**src/rtl/eth_tx_sched.sv**
```systemverilog
// Round-robin RGMII TX frame scheduler: preamble/SFD, payload, length guard, IFG.
// Optional minimum-length padding to 60 bytes enabled by ETH_TX_SCHED_PAD_EN.
module eth_tx_sched #(
    parameter int N         = 2,
    parameter int IFG_LEN   = 12,
    parameter int MAX_FRAME = 1518
) (
    input  logic           i_tx_clk,
    input  logic           i_tx_rst_n,
    input  logic           i_pll_locked,
    input  logic [N-1:0]   i_req,
    input  logic [8*N-1:0] i_data,
    input  logic [N-1:0]   i_last,
    output logic [N-1:0]   o_gnt,
    output logic [N-1:0]   o_rd,
    output logic [7:0]     o_tx_data,
    output logic           o_tx_en,
    output logic           o_busy,
    output logic           o_err,
    output logic [15:0]    o_frame_cnt
);

    typedef enum logic [2:0] {
        S_IDLE,
        S_PRE,
        S_DATA,
`ifdef ETH_TX_SCHED_PAD_EN
        S_PAD,
`endif
        S_IFG
    } state_t;

    // The IDLE arbitration cycle completes the gap, so IFG itself is one shorter.
    localparam int          IFG_CYC = (IFG_LEN > 1) ? IFG_LEN - 1 : 1;
    localparam logic [15:0] IFG_END = 16'(IFG_CYC - 1);
    localparam logic [10:0] MAX_CNT = 11'(MAX_FRAME);
`ifdef ETH_TX_SCHED_PAD_EN
    localparam logic [10:0] MIN_CNT = 11'd60;
`endif

    state_t      state;
    logic [1:0]  ptr;
    logic [1:0]  win;
    logic [1:0]  win_c;
    logic [1:0]  ptr_c;
    logic        any_req;
    logic [2:0]  pre_cnt;
    logic [10:0] byte_cnt;
    logic [10:0] cnt_inc;
    logic [15:0] ifg_cnt;
    logic        ovr;
    logic [3:0]  req_x;
    logic [3:0]  last_x;
    logic [31:0] data_x;
    logic [7:0]  cur_byte;
    logic        cur_last;
    logic        take;
    logic        end_now;
    logic        active;
    logic        to_ifg;
    logic        err_c;
    logic        done_ok;

    always_comb begin
        req_x          = '0;
        last_x         = '0;
        data_x         = '0;
        req_x[N-1:0]   = i_req;
        last_x[N-1:0]  = i_last;
        data_x[8*N-1:0] = i_data;
    end

    always_comb begin
        any_req = 1'b0;
        win_c   = ptr;
        for (int i = N - 1; i >= 0; i--) begin
            if (req_x[2'((int'(ptr) + i) % N)]) begin
                any_req = 1'b1;
                win_c   = 2'((int'(ptr) + i) % N);
            end
        end
        ptr_c = 2'((int'(win_c) + 1) % N);
    end

    assign cur_byte = data_x[{win, 3'b000} +: 8];
    assign cur_last = last_x[win];
    assign take     = |o_rd;
    assign cnt_inc  = byte_cnt + 11'd1;
    assign end_now  = cur_last || (cnt_inc == MAX_CNT);
    assign o_busy   = (state != S_IDLE);

`ifdef ETH_TX_SCHED_PAD_EN
    assign active = (state == S_PRE) || (state == S_DATA) || (state == S_PAD);
`else
    assign active = (state == S_PRE) || (state == S_DATA);
`endif

    always_comb begin
        to_ifg  = 1'b0;
        err_c   = 1'b0;
        done_ok = 1'b0;
        if (active && !i_pll_locked) begin
            to_ifg = 1'b1;
            err_c  = 1'b1;
        end else if (state == S_DATA && !take) begin
            if (ovr) begin
                to_ifg = 1'b1;
                err_c  = 1'b1;
            end
`ifdef ETH_TX_SCHED_PAD_EN
            else if (byte_cnt < MIN_CNT) begin
                to_ifg = 1'b0;
            end
`endif
            else begin
                to_ifg  = 1'b1;
                done_ok = 1'b1;
            end
        end
`ifdef ETH_TX_SCHED_PAD_EN
        else if (state == S_PAD && byte_cnt == MIN_CNT) begin
            to_ifg  = 1'b1;
            done_ok = 1'b1;
        end
`endif
    end

    always_ff @(posedge i_tx_clk or negedge i_tx_rst_n) begin
        if (!i_tx_rst_n) begin
            state       <= S_IDLE;
            ptr         <= '0;
            win         <= '0;
            pre_cnt     <= '0;
            byte_cnt    <= '0;
            ifg_cnt     <= '0;
            ovr         <= 1'b0;
            o_gnt       <= '0;
            o_rd        <= '0;
            o_tx_data   <= '0;
            o_tx_en     <= 1'b0;
            o_err       <= 1'b0;
            o_frame_cnt <= '0;
        end else begin
            o_err <= 1'b0;
            if (to_ifg) begin
                state     <= S_IFG;
                ifg_cnt   <= '0;
                o_gnt     <= '0;
                o_rd      <= '0;
                o_tx_en   <= 1'b0;
                o_tx_data <= '0;
                o_err     <= err_c;
                if (done_ok) o_frame_cnt <= o_frame_cnt + 16'd1;
            end else begin
                unique case (state)
                    S_IDLE: begin
                        if (i_pll_locked && any_req) begin
                            state     <= S_PRE;
                            win       <= win_c;
                            ptr       <= ptr_c;
                            o_gnt     <= N'(1) << win_c;
                            pre_cnt   <= '0;
                            byte_cnt  <= '0;
                            ovr       <= 1'b0;
                            o_tx_en   <= 1'b1;
                            o_tx_data <= 8'h55;
                        end
                    end
                    S_PRE, S_DATA: begin
                        if (take) begin
                            state     <= S_DATA;
                            o_tx_data <= cur_byte;
                            byte_cnt  <= cnt_inc;
                            if (end_now) begin
                                o_rd <= '0;
                                ovr  <= !cur_last;
                            end
                        end else if (state == S_PRE) begin
                            pre_cnt <= pre_cnt + 3'd1;
                            // Eighth preamble byte is the SFD; first payload read overlaps it.
                            if (pre_cnt == 3'd6) begin
                                o_tx_data <= 8'hD5;
                                o_rd      <= o_gnt;
                            end
                        end
`ifdef ETH_TX_SCHED_PAD_EN
                        else begin
                            state     <= S_PAD;
                            o_tx_data <= 8'h00;
                            byte_cnt  <= cnt_inc;
                        end
`endif
                    end
`ifdef ETH_TX_SCHED_PAD_EN
                    S_PAD: begin
                        o_tx_data <= 8'h00;
                        byte_cnt  <= cnt_inc;
                    end
`endif
                    S_IFG: begin
                        if (ifg_cnt == IFG_END) state <= S_IDLE;
                        else ifg_cnt <= ifg_cnt + 16'd1;
                    end
                    default: state <= S_IDLE;
                endcase
            end
        end
    end

endmodule

```
**config.mk**
```make
export PLATFORM = sky130hd
export DESIGN_NAME = eth_tx_sched
export DESIGN_NICKNAME = d
export VERILOG_FILES = /design/src/rtl/eth_tx_sched.sv
export SDC_FILE = /design/constraint.sdc
export NUM_CORES = 1
export LEC_CHECK = 0
export ABC_AREA = 1
export CORE_UTILIZATION = 46
export DETAILED_ROUTE_END_ITERATION = 8
export GPL_TIMING_DRIVEN = 0
export HOLD_SLACK_MARGIN = 0.02
export PLACE_DENSITY = 0.67
export SLEW_MARGIN = 20
export SYNTH_ARGS = -nofsm -noshare
export SYNTH_HDL_FRONTEND = slang
export SYNTH_SLANG_ARGS = --single-unit
```
**constraint.sdc**
```tcl
create_clock -name i_tx_clk -period 4 [get_ports i_tx_clk]
set_input_delay 0.4 -clock i_tx_clk [delete_from_list [all_inputs] [get_ports i_tx_clk]]
set_output_delay 0.4 -clock i_tx_clk [all_outputs]
set_load 0.02 [all_outputs]
```
==> impl_metrics.env, run 1 <==
export IMPL_post_cts_resized=0
export IMPL_synthAdderAreaFrac=0.0426
export IMPL_min_path_type="input pin to asynchronous set/reset pin"
export IMPL_slew_headroom=0.649
export IMPL_n_fill_cell=700
export IMPL_die_h_um=93.1
export IMPL_drc=0
export IMPL_worst_r2r_setup_slack_ns=1.63
export IMPL_ys_ff_latch=65
export IMPL_synth_seq_area_share=0.426
export IMPL_synth_xor_area_share=0.0413
export IMPL_endpoint_kind="register"
export IMPL_cts_root_buf="clkbuf_8"
export IMPL_antenna_cells=0
export IMPL_tightest_slew_ns=0.526
export IMPL_status="finished clean"
export IMPL_synth_simple_area_share=0.308
export IMPL_pin_count=54
export IMPL_synth_top_area_share=0.426
export IMPL_layout_nets=572
export IMPL_rows=32
export IMPL_wl_per_cell_um=13.6
export IMPL_drv_cap=0
export IMPL_cp_arrival_ns=2.64
export IMPL_critical_path_class="register to register"
export IMPL_timing_rr_end="o_tx_data[1]"
export IMPL_synthArstFlopShare=1.00
export IMPL_startpoint_type="register"
export IMPL_syn_area_um2=3820
export IMPL_cts_buffers=9
export IMPL_synth_most_common_cell="nand2_1"
export IMPL_p_leak_uw=0.00211
export IMPL_final_setup_viol_count=0
export IMPL_dr_first_iter_drc_count=166
export IMPL_core_um2=7890
export IMPL_grt_max_degree=51
export IMPL_dieArea_um2=8670
export IMPL_drt_wl_total_um=8740
export IMPL_synth_compound_area_frac=0.112
export IMPL_yosysTopAreaCell="dfrtp_1"
export IMPL_synth_enable_flop_cells=0
export IMPL_ir_worst_vdd_mv=0.426
export IMPL_antenna_found_initial=0
export IMPL_ant_nets=0
export IMPL_fp_dieW_um=93.1
export IMPL_synth_top_family_by_area="simple AND/OR/NAND/NOR gates"
export IMPL_syn_avg_cell_area_um2=8.12
export IMPL_ctsHoldBuffers=1
export IMPL_period_share=0.592
export IMPL_period_needed_ns=2.37
export IMPL_fmax_mhz=422
export IMPL_dp_hpwl_um=6500
export IMPL_fin_skew_ns=0.00766
export IMPL_rsz0062_at_grt="no"
export IMPL_clock_latency_ns=0.34
export IMPL_synth_mux_area_frac=0.00262
export IMPL_post_cts_buffers=0
export IMPL_synth_warnings=0
export IMPL_hold_viol_final=0
export IMPL_grt_pass1_wl_um=15000
export IMPL_portBuffers=53
export IMPL_vias=3353
export IMPL_final_core_util=0.597
export IMPL_grtUsageTotal=0.219
export IMPL_final_setup_tns_ns=0
export IMPL_cts_tree="done"
export IMPL_drive_gt1_frac=0.113
export IMPL_clock_sinks=65
export IMPL_crit_required_ns=4.27
export IMPL_initial_core_util=0.484
export IMPL_cp_max_fo=10
export IMPL_r2r_start="state[0]"
export IMPL_h_tree_depth=3
export IMPL_synth_cell_types=42
export IMPL_synth_common_cells="nand2_1, dfrtp_1, inv_1, nor2_1, nand3_1"
export IMPL_gp_congestion=0.883
export IMPL_viasPerCell=5.22
export IMPL_clkTransAtPathRegs_ns=0.07
export IMPL_dr_pass1_iters=5
export IMPL_grt_overflow=0
export IMPL_grt_pass1_vias=3165
export IMPL_syn2layout_area_growth_pct=23.3
export IMPL_syn_inst=470
export IMPL_synthTopCellsByArea="dfrtp_1, nand2_1, inv_1"
export IMPL_clock_path_buffers=2
export IMPL_finalMaxSlewViolations=0
export IMPL_reg2reg_depth=10
export IMPL_syn_nets=506
export IMPL_yosys_most_used_dff="dfrtp_1"
export IMPL_cellPowerDensity_nw_per_um2=705
==> flip-flops by register name (all words and copies together), names as in the netlist, 2 cells and up <==
signal and flops:
byte_cnt 11, o_frame_cnt 16, pre_cnt 3, o_rd 2, o_tx_data 8, state 2, o_gnt 2, ifg_cnt 16
==> kinds of logic (layout without fill, tap and decap cells) <==
logic type,after synthesis,after routing
adders and majority gates,13,13
buffers and inverters,63,133
and+or+nand+nor,241,241
xor gates and xnor gates,18,18
DFF,65,65
AOI/OAI and AO/OA,69,69
muxes,1,1
==> per-stage QoR <==
| step | instances | cell area, um2 | setup slack (ns) | total power (uW) | hold WS, ns |
|---|---|---|---|---|---|
| after floorplan | 470 | 3820 | 2.04 | 2210 | 0.104 |
| after global placement | 625 | 4480 | 0.238 | 2740 | 0.462 |
| after detailed placement | 626 | 4500 | 1.60 | 2770 | 0.288 |
| after CTS | 642 | 4710 | 1.62 | 3350 | 0.465 |
| after global routing | 642 | 4710 | 1.47 | 3570 | 0.474 |
| final | 642 | 4710 | 1.63 | 3320 | 0.472 |
==> layout make-up <==
class / count / area, um2 / area share
plain buffers: 5 / 36.3 / 0.00771
clock buffers: 12 / 155 / 0.0330
clock inverters: 3 / 40.0 / 0.00851
inverters: 58 / 220 / 0.0468
multi-input cells: 342 / 1940 / 0.411
flip-flops and latches: 65 / 1630 / 0.346
well taps: 102 / 128 / 0.0271
repair buffers: 55 / 566 / 0.120
==> per-layer routing <==
layer / up-vias / share of wire / GRT usage
met5: - / 0 / 0
met4: 0 / 0.012 / 0.0513
met3: 9 / 0.039 / 0.0545
met2: 80 / 0.46 / 0.344
met1: 1578 / 0.49 / 0.303
li1: 1686 / - / -
==> where the power goes <==
part	switching, uW	leakage, uW	internal (uW)
combinational	1180	0.00114	621
sequential	141	0.000867	812
clock	250	0.000102	317
total	1570	0.00211	1750
==> placed cells by master, fill, tap and decap left out, types with 10 or more instances in the layout <==
master           count
nand2_1            109
dfrtp_1             65
clkdlybuf4s50_1     52
inv_1               51
nor2_1              46
nand3_1             31
o21ai_0             24
xor2_1              15
nand4_1             15
ha_1                13
o21ai_2             11
clkbuf_8            11
nor3_1              10
==> worst max-delay path, stage by stage (launching register included) <==
cell and delay (ns):
dfrtp_1 0.41, inv_1 0.12, ha_1 0.44, inv_4 0.16, nor2_4 0.08, nor2_8 0.23, inv_2 0.07, o21ai_2 0.40
buf_6 0.24, nand2_1 0.09, o21ai_2 0.06
==> worst max-delay path by stage <==
stage                  from  slack, ns  cells past startpoint              end
6_report           state[0]       1.63                     10     o_tx_data[1]
5_1_grt            state[0]       1.47                     10     o_tx_data[1]
4_1_cts            state[0]       1.62                     10     o_tx_data[1]
3_5_place_dp   i_pll_locked       1.60                      8     o_tx_data[1]
3_3_place_gp     i_tx_rst_n       0.24                      1  o_frame_cnt[10]
2_1_floorplan      state[0]       2.04                     12  o_frame_cnt[10]
No activity file was read; power rests on OpenSTA's default activity.
==> inputs of run 2 (changes only) <==
==> constraint.sdc (replaced) <==
create_clock -name i_tx_clk -period 2.47 [get_ports i_tx_clk]
set_input_delay 0.247 -clock i_tx_clk [delete_from_list [all_inputs] [get_ports i_tx_clk]]
set_output_delay 0.247 -clock i_tx_clk [all_outputs]
set_load 0.02 [all_outputs]
==> run 2 against run 1 <==
- design area increased by 0.21%
- sequential power rose by 61%
- wire length down 0.40%
- via count is 0.84% lower
- register-to-register slack worse by 1.4 ns
- final cell count is the same
- combinational power up 64%
- core utilization up 0.13 points
- global-route usage unchanged
- total power up 63%
- largest cell class unchanged
- critical path type unchanged
- non-clock buffer count stayed put
==> impl_metrics.env, run 2 (same netlist as run 1, synthesis figures left out) <==
export IMPL_ir_worst_vdd_mv=0.691
export IMPL_final_core_util=0.598
export IMPL_drt_wl_total_um=8700
export IMPL_pin_count=54
export IMPL_fp_dieW_um=93.1
export IMPL_cp_top_family="simple AND/OR/NAND/NOR gates"
export IMPL_grt_max_degree=51
export IMPL_crit_cells=10
export IMPL_crit_required_ns=2.74
export IMPL_p_leak_uw=0.00211
export IMPL_fmax_mhz=449
export IMPL_cts_buffers=9
export IMPL_register_area_um2=1630
export IMPL_cp_arrival_ns=2.50
export IMPL_layout_setup_ws_ns=0.243
export IMPL_rows=32
export IMPL_dr_pass1_iters=4
export IMPL_cts_tree="done"
export IMPL_cp_max_fo=10
export IMPL_final_setup_tns_ns=0
export IMPL_slew_headroom=0.652
export IMPL_crit_buf_inv=4
export IMPL_reg_largest_list="ifg_cnt (16), o_frame_cnt (16), byte_cnt (11)"
export IMPL_viasPerCell=5.18
export IMPL_drc=0
export IMPL_die_h_um=93.1
export IMPL_critPathSlowestCell="dfrtp_1"
export IMPL_startpoint_type="register"
export IMPL_endpoint_kind="register"
export IMPL_layout_commonest_cell="nand2_1"
export IMPL_fin_area_um2=4720
export IMPL_finalMaxSlewViolations=0
export IMPL_clock_latency_ns=0.34
export IMPL_period_needed_ns=2.23
export IMPL_layout_common_cells="nand2_1, dfrtp_1, clkdlybuf4s50_1, inv_1, nor2_1"
export IMPL_h_tree_depth=3
export IMPL_vias=3325
export IMPL_drive_gt1_frac=0.115
export IMPL_multi_input_area_um2=1950
export IMPL_tightest_slew_ns=0.522
export IMPL_cellPowerDensity_nw_per_um2=1150
export IMPL_stdcell_count=642
export IMPL_rsz0062_at_grt="no"
export IMPL_critical_path_max_stage_delay_ns=0.42
export IMPL_ant_nets=0
export IMPL_hold_viol_final=0
export IMPL_initial_core_util=0.484
export IMPL_worst_r2r_setup_slack_ns=0.24
export IMPL_layout_nets=572
export IMPL_cts_root_buf="clkbuf_8"
export IMPL_core_um2=7890
export IMPL_critical_path_class="register to register"
export IMPL_post_cts_buffers=0
export IMPL_drv_cap=0
export IMPL_period_share=0.901
export IMPL_grtUsageTotal=0.219
export IMPL_wl_per_cell_um=13.6
export IMPL_final_setup_viol_count=0
export IMPL_syn2layout_area_growth_pct=23.5
export IMPL_r2r_start="state[0]"
export IMPL_clock_path_buffers=2
export IMPL_clock_sinks=65
export IMPL_place_ws_ns=0.114
export IMPL_antenna_cells=0
export IMPL_reg2reg_depth=10
export IMPL_place_area_um2=4500
export IMPL_grt_pass1_wl_um=15000
export IMPL_status="finished clean"
export IMPL_clkTransAtPathRegs_ns=0.07
export IMPL_place_inst=626
export IMPL_crit_chain="inv_1 > ha_2 > inv_4 > nor2_4 > nor2_8 > inv_2 > buf_6 > nor2_1 > nand2_1 > o21ai_1"
export IMPL_dp_hpwl_um=6500
export IMPL_antenna_found_initial=0
export IMPL_fin_skew_ns=0.00725
export IMPL_portBuffers=53
export IMPL_grt_overflow=0
export IMPL_gp_congestion=0.883
export IMPL_grt_pass1_vias=3165
export IMPL_dieArea_um2=8670
export IMPL_min_path_type="input pin to asynchronous set/reset pin"
export IMPL_dr_first_iter_drc_count=142
export IMPL_n_fill_cell=700
export IMPL_timing_rr_end="ifg_cnt[12]"
==> run 2: changes by cell type in the layout (fill, tap and decap cells not counted) <==
cell     previous run  this run
o21ai_2            11        10
ha_1               13        12
ha_2                0         1
o21ai_4             0         1
==> run 2: worst max path at each step <==
stage	to	startpoint	slack, ns
after floorplan	o_frame_cnt[10]	state[0]	0.51
after global placement	o_frame_cnt[10]	i_tx_rst_n	-1.14
after detailed placement	o_tx_data[1]	state[0]	0.11
after CTS	o_tx_data[1]	state[0]	0.09
after global routing	pre_cnt[2]	state[0]	0.06
final	ifg_cnt[12]	state[0]	0.24
==> run 2: through the flow <==
stage                     hold slack [ns]  power (uW)
after global placement              0.462        4430
final                               0.318        5410
after detailed placement            0.135        4490
after CTS                           0.312        5430
after global routing                0.321        5830
after floorplan                   -0.0486        3580
==> run 2: area by class of cell <==
class	count	area share
timing repair buffer	55	0.120
clock inverter	3	0.00849
tap	102	0.0271
clock buffer	12	0.0329
inverter	58	0.0467
sequential	65	0.345
multi-input combinational	342	0.412
buffer	5	0.00769
==> run 2: per-layer routing <==
layer	GRT usage	share of wire	vias up
met1	0.303	0.49	1567
met4	0.0513	0.013	0
li1	-	-	1682
met5	0	0	-
met3	0.0545	0.040	8
met2	0.344	0.46	68
==> run 2: repair_timing <==
action,CTS,global route
hold buffers,1,0
endpoints found under the setup margin,0,5
hold endpoints to repair,15,0
resized for setup,0,2
==> run 2: power breakdown <==
part           total, uW  switching, uW  internal [uW]
Combinational       2950           1920           1030
Sequential          1540            228           1320
Clock                918            405            513
